--- config.mk ---
export PLATFORM = sky130hd
export DESIGN_NAME = register_file
export DESIGN_NICKNAME = d
export VERILOG_FILES = /design/src/rtl/register_file.sv
export SDC_FILE = /design/constraint.sdc
export NUM_CORES = 2
export LEC_CHECK = 0
export BUFFER_PORTS_ARGS = -buffer_cell sky130_fd_sc_hd__buf_2
export CAP_MARGIN = 20
export CORE_AREA = 5 5 409 411
export DETAILED_ROUTE_END_ITERATION = 10
export DIE_AREA = 0 0 414 416
export GPL_TIMING_DRIVEN = 0
export SLEW_MARGIN = 20
export SYNTH_ARGS = -nofsm -noshare
export SYNTH_HDL_FRONTEND = slang
export SYNTH_SLANG_ARGS = --single-unit
--- constraint.sdc ---
create_clock -name clk_in -period 77 [get_ports clk_in]
set_input_delay 11.55 -clock clk_in [delete_from_list [all_inputs] [get_ports clk_in]]
set_output_delay 11.55 -clock clk_in [all_outputs]
set_load 0.02 [all_outputs]
--- src/rtl/register_file.sv ---
// Architectural register file with per-register rename status (busy + ROB tag).
// Two combinational operand lookups with ROB-ready and same-cycle commit bypass.
module register_file #(
    parameter int ROB_SIZE_BIT = 4
) (
    input  logic                    clk_in,
    input  logic                    rst_in,
    input  logic                    rdy_in,
    input  logic                    rob_clear,
    input  logic [4:0]              rs1,
    input  logic [4:0]              rs2,
    input  logic                    issue_valid,
    input  logic [4:0]              issue_rd,
    input  logic [ROB_SIZE_BIT-1:0] issue_rob_idx,
    output logic [ROB_SIZE_BIT-1:0] rob_query1,
    output logic [ROB_SIZE_BIT-1:0] rob_query2,
    input  logic                    rob_ready1,
    input  logic                    rob_ready2,
    input  logic [31:0]             rob_value1,
    input  logic [31:0]             rob_value2,
    input  logic                    commit_valid,
    input  logic [4:0]              commit_rd,
    input  logic [ROB_SIZE_BIT-1:0] commit_rob_idx,
    input  logic [31:0]             commit_value,
    output logic [31:0]             val1,
    output logic [31:0]             val2,
    output logic [ROB_SIZE_BIT-1:0] dep1,
    output logic [ROB_SIZE_BIT-1:0] dep2,
    output logic                    has_dep1,
    output logic                    has_dep2
);

    logic [31:0]             regs_rd [32];
    logic                    busy_rd [32];
    logic [ROB_SIZE_BIT-1:0] tag_rd  [32];

    // x0 is a constant entry so the lookup needs no special case.
    assign regs_rd[0] = '0;
    assign busy_rd[0] = 1'b0;
    assign tag_rd[0]  = '0;

    genvar gi;
    generate
        for (gi = 1; gi < 32; gi++) begin : g_reg
            logic [31:0]             value_reg;
            logic                    busy_reg;
            logic [ROB_SIZE_BIT-1:0] tag_reg;
            logic                    commit_hit;
            logic                    issue_hit;

            assign commit_hit = commit_valid && (commit_rd == 5'(gi));
            assign issue_hit  = issue_valid && (issue_rd == 5'(gi));

            always_ff @(posedge clk_in or posedge rst_in) begin
                if (rst_in) begin
                    value_reg <= '0;
                    busy_reg  <= 1'b0;
                    tag_reg   <= '0;
                end else if (rdy_in) begin
                    if (commit_hit)
                        value_reg <= commit_value;
                    // A fresh rename outranks a commit that would clear busy.
                    if (rob_clear) begin
                        busy_reg <= 1'b0;
                    end else if (issue_hit) begin
                        busy_reg <= 1'b1;
                        tag_reg  <= issue_rob_idx;
                    end else if (commit_hit && busy_reg && (tag_reg == commit_rob_idx)) begin
                        busy_reg <= 1'b0;
                    end
                end
            end

            assign regs_rd[gi] = value_reg;
            assign busy_rd[gi] = busy_reg;
            assign tag_rd[gi]  = tag_reg;
        end
    endgenerate

    logic [4:0]              src       [2];
    logic                    ready_arr [2];
    logic [31:0]             rob_v_arr [2];
    logic [31:0]             val_arr   [2];
    logic [ROB_SIZE_BIT-1:0] dep_arr   [2];
    logic [ROB_SIZE_BIT-1:0] query_arr [2];
    logic                    hd_arr    [2];

    assign src[0]       = rs1;
    assign src[1]       = rs2;
    assign ready_arr[0] = rob_ready1;
    assign ready_arr[1] = rob_ready2;
    assign rob_v_arr[0] = rob_value1;
    assign rob_v_arr[1] = rob_value2;

    generate
        for (gi = 0; gi < 2; gi++) begin : g_lookup
            always_comb begin
                query_arr[gi] = tag_rd[src[gi]];
                val_arr[gi]   = '0;
                dep_arr[gi]   = '0;
                hd_arr[gi]    = 1'b0;
                if (!busy_rd[src[gi]]) begin
                    val_arr[gi] = regs_rd[src[gi]];
                end else if (ready_arr[gi]) begin
                    val_arr[gi] = rob_v_arr[gi];
                    dep_arr[gi] = tag_rd[src[gi]];
                end else if (commit_valid && (commit_rob_idx == tag_rd[src[gi]])) begin
                    val_arr[gi] = commit_value;
                    dep_arr[gi] = tag_rd[src[gi]];
                end else begin
                    dep_arr[gi] = tag_rd[src[gi]];
                    hd_arr[gi]  = 1'b1;
                end
            end
        end
    endgenerate

    assign rob_query1 = query_arr[0];
    assign rob_query2 = query_arr[1];
    assign val1       = val_arr[0];
    assign val2       = val_arr[1];
    assign dep1       = dep_arr[0];
    assign dep2       = dep_arr[1];
    assign has_dep1   = hd_arr[0];
    assign has_dep2   = hd_arr[1];

endmodule

==> metrics.md <==
| Metric | Value |
|---|---|
| H-tree Lvls | `4` |
| CP Class | `primary input to primary output` |
| Total congestion overflow | `0` |
| Max reg flops | `992` |
| Hold buffer count at cts | `0` |
| Total GRT Usage | `around 30%` |
| Max VDD drop | `0.0000214 V` |
| Io pins | `214` |
| Worst Path Required | `65.45 ns` |
| Via count | `45,000` |
| Die height | `around 420 um` |
| Drt drc | `0` |
| WP data arrival | `16.58 ns` |
| Slowest cell on the critical path | `buf_1` |
| Clk buf depth | `3` |
| Row Count | `149` |
| Core area | `approximately 160,000 sq um` |
| Final hold vios | `0` |
| Avg Cell Area, Syn | `15.1 sq um` |
| Die area | `172,000 sq um` |
| Max-cap viol count | `0` |
| Min-Delay Path Class | `flop to flop` |
| Status | `complete, no violations` |
| Ys async rst share | `100%` |
| Final nets | `4,785` |
| Hold_sp | `g_reg[3].value_reg[22]` |
| Dominant synthesized flop cell | `dfrtp_1` |
| # port buffers | `204` |
| Clk network pwr share | `37.7%` |
| Clock Latency Late Sink | `0.79 ns` |
| Worst slew pin tran | `1.29 ns` |
| Max FO, Critical Path | `10` |
| Detailed-route wire length | `260,000 um` |
| Worst path max stage delay | `approximately 0.95 ns` |
| EDFF count, synth | `0` |
| Vias per inst | `approximately 6.5` |
| Yosys top cell area share | `44.3%` |
| Flip-flop and latch area | `28,700 sq um` |
| CP Capture Type | `primary output` |
| Routability cong. | `0.947` |
| PwrDens | `23.4 nW/um^2` |
| FF-to-FF Start | `g_reg[20].tag_reg[0]` |
| Switching part of the total | `roughly 29%` |
| Initial antenna violation count | `22` |
| Critical path cell sequence | `buf_2, buf_4, buf_6, buf_2, clkbuf_1, buf_1, mux4_2, mux4_2, mux2i_1, o21ai_0, a41o_1, buf_2` |
| Synth Instances | `~4,300` |
| Resized Gates After CTS | `0` |
| Total power | `1.72 mW` |
| Sequential area share after synthesis | `about 44%` |
| Setup bufs post-CTS | `0` |
| Total internal power | `roughly 1.2 mW` |
| CTS tree | `yes` |
| Initial Util | `39.5%` |
| Max_slew headroom | `14.2%` |
| Startpoint Class | `primary input` |
| Fill cells | `14,900` |
| Post-Route Setup TNS | `0 ns` |
| Slew Viols, Final | `0` |
| DP HPWL | `183,000 um` |
| Post-synthesis cell type count | `71` |
| Post-route ant nets | `0` |
| Power share of the sequential group | `around 43%` |
| Final Cycle Share | `36.5%` |
| Top cell by count, worst path | `buf_2` |
| Clk sinks | `1,147` |
| First-pass DRT Iterations | `6` |
| Layout area overhead | `13.5%` |
| Yosys warns | `0` |
| Setup crit start | `rs2[1]` |
| Fin area | `between 70,000 and 80,000 sq um` |
| Fmax | `0.0356 GHz` |
| CTS root buf | `clkbuf_16` |
| Switching pwr | `between 400 and 500 uW` |
| Worst Hold Slack | `about 0.52 ns` |
| Unrepaired setup endpoints after global routing | `no` |
| Layout Skew | `~0.019 ns` |
| Synth area leader | `dfrtp_1` |
| 1st-iter DRT viols | `~5,500` |
| Final setup fails | `0` |
| Netlist Area Pre-Place | `64,700 sq um` |
| Pin count of the biggest net entering global routing | `~100` |
| Clock-pin slew on the worst setup and hold paths | `around 0.050 ns` |
| Final min period | `28.13 ns` |
| Post-DP Area | `approximately 70,000 sq um` |
| Wire length per cell | `between 30 and 40 um` |
| Multi-input gate area | `33,900 sq um` |
| Die Width | `414 um` |
| Global-route wire length before repair | `between 300,000 and 400,000 um` |
| Layout cells sized above 1 | `53.2%` |
| CTS buffer count | `136` |
| Vias in the first global route | `around 45,000` |
| Logic pwr share | `roughly 20%` |
| Register bit total from synthesis | `1,147` |
| P_leak | `32.9 nW` |
| Syn nets | `roughly 4,400` |
| Most area-consuming cells after synthesis | `dfrtp_1 44%, mux4_2 22%, mux2_2 21%` |
-- layout make-up --
class,instances,area share [%]
Clock inverter,35,0.584
Inverter,10,0.0613
Antenna cell,14,0.0477
Sequential cell,1147,39.1
Clock buffer,198,5.38
Tap cell,2189,3.73
Multi-Input combinational cell,2681,46.1
Timing Repair Buffer,224,1.96
Buffer,453,3.02
-- cells in the mapped netlist (all sizes together), types with 7 or more instances --
cell type and number:
mux4 636, dfrtp 1147, nand2 84, nor2 46
nor3b 9, nand3 94, inv 10, xor2 105
a41o 33, nand4 9, mux2 1196, nor2b 15
o22ai 9, nor3 9, nand2b 11, nor4 26
a22o 76, clkbuf 254, o211ai 7, buf 194
mux2i 101, a31o 47, and2 10, xnor2 26
o21ai 73
-- logic make-up after synthesis --
logic type,count (synthesis),share of synthesized area (%)
AOI/OAI and AO/OA,275,3.27
xor gates and xnor gates,131,1.77
buffers and inverters,463,3.31
DFF,1147,44.3
muxes,1933,44.6
and+or+nand+nor,342,2.72
-- final timing paths --
| path | to | slack [ns] | depth (start not counted) |
|---|---|---|---|
| min in group asynchronous | g_reg[30].value_reg[22] | 10.72 | 2 |
| worst min-delay path | g_reg[3].value_reg[22] | 0.52 | 1 |
| worst max register to register | g_reg[20].busy_reg | 74.97 | 5 |
| max in group asynchronous | g_reg[2].tag_reg[3] | 64.55 | 5 |
| worst min register to register | g_reg[3].value_reg[22] | 0.52 | 1 |
| worst max-delay path | val2[31] | 48.87 | 12 |
-- routing by layer --
metal	global-route usage [%]	wire [um]	vias up
met2	45.4	117000	2460
li1	-	-	17500
met1	38.4	101000	24300
met5	0	27	-
met4	17.6	18500	4
met3	7.67	23300	681
-- placed cells by master, fill, tap and decap left out, drive strengths merged, types with 9 or more instances in the layout --
cell type	instances
inv	18
mux2i	101
mux4	636
xnor2	26
o21ai	73
nand2	84
dfrtp	1147
diode	14
nand2b	11
xor2	105
o22ai	9
buf	418
nand3	94
nand4	9
a31o	47
nor4	26
nor3	9
nor3b	9
nor2	46
mux2	1196
a22o	76
and2	10
clkbuf	452
clkinv	21
nor2b	15
a41o	33
-- power groups by stage --
stage / clock network, mW / registers (mW) / logic [mW]
global route: 0.677 / 0.746 / 0.352
finish: 0.648 / 0.738 / 0.335
floorplan: 0 / 0.727 / 0.237
global placement: 0 / 0.743 / 0.324
CTS: 0.653 / 0.735 / 0.333
detailed placement: 0 / 0.745 / 0.332
-- worst max-delay path, delay by kind of cell --
family	cells	cell delay, ns
AOI/OAI and AO/OA	2	0.39
buffers and inverters	7	2.95
muxes	3	1.63
-- metrics by stage --
stage,util (%),setup WS (ns),cells
floorplan,-,33.15,4291
CTS,44.8,49.00,6934
global route,44.9,48.96,6943
global placement,41.8,19.51,6684
detailed placement,42.1,49.01,6701
finish,44.9,48.87,6951
No activity file was read; power rests on OpenSTA's default activity.
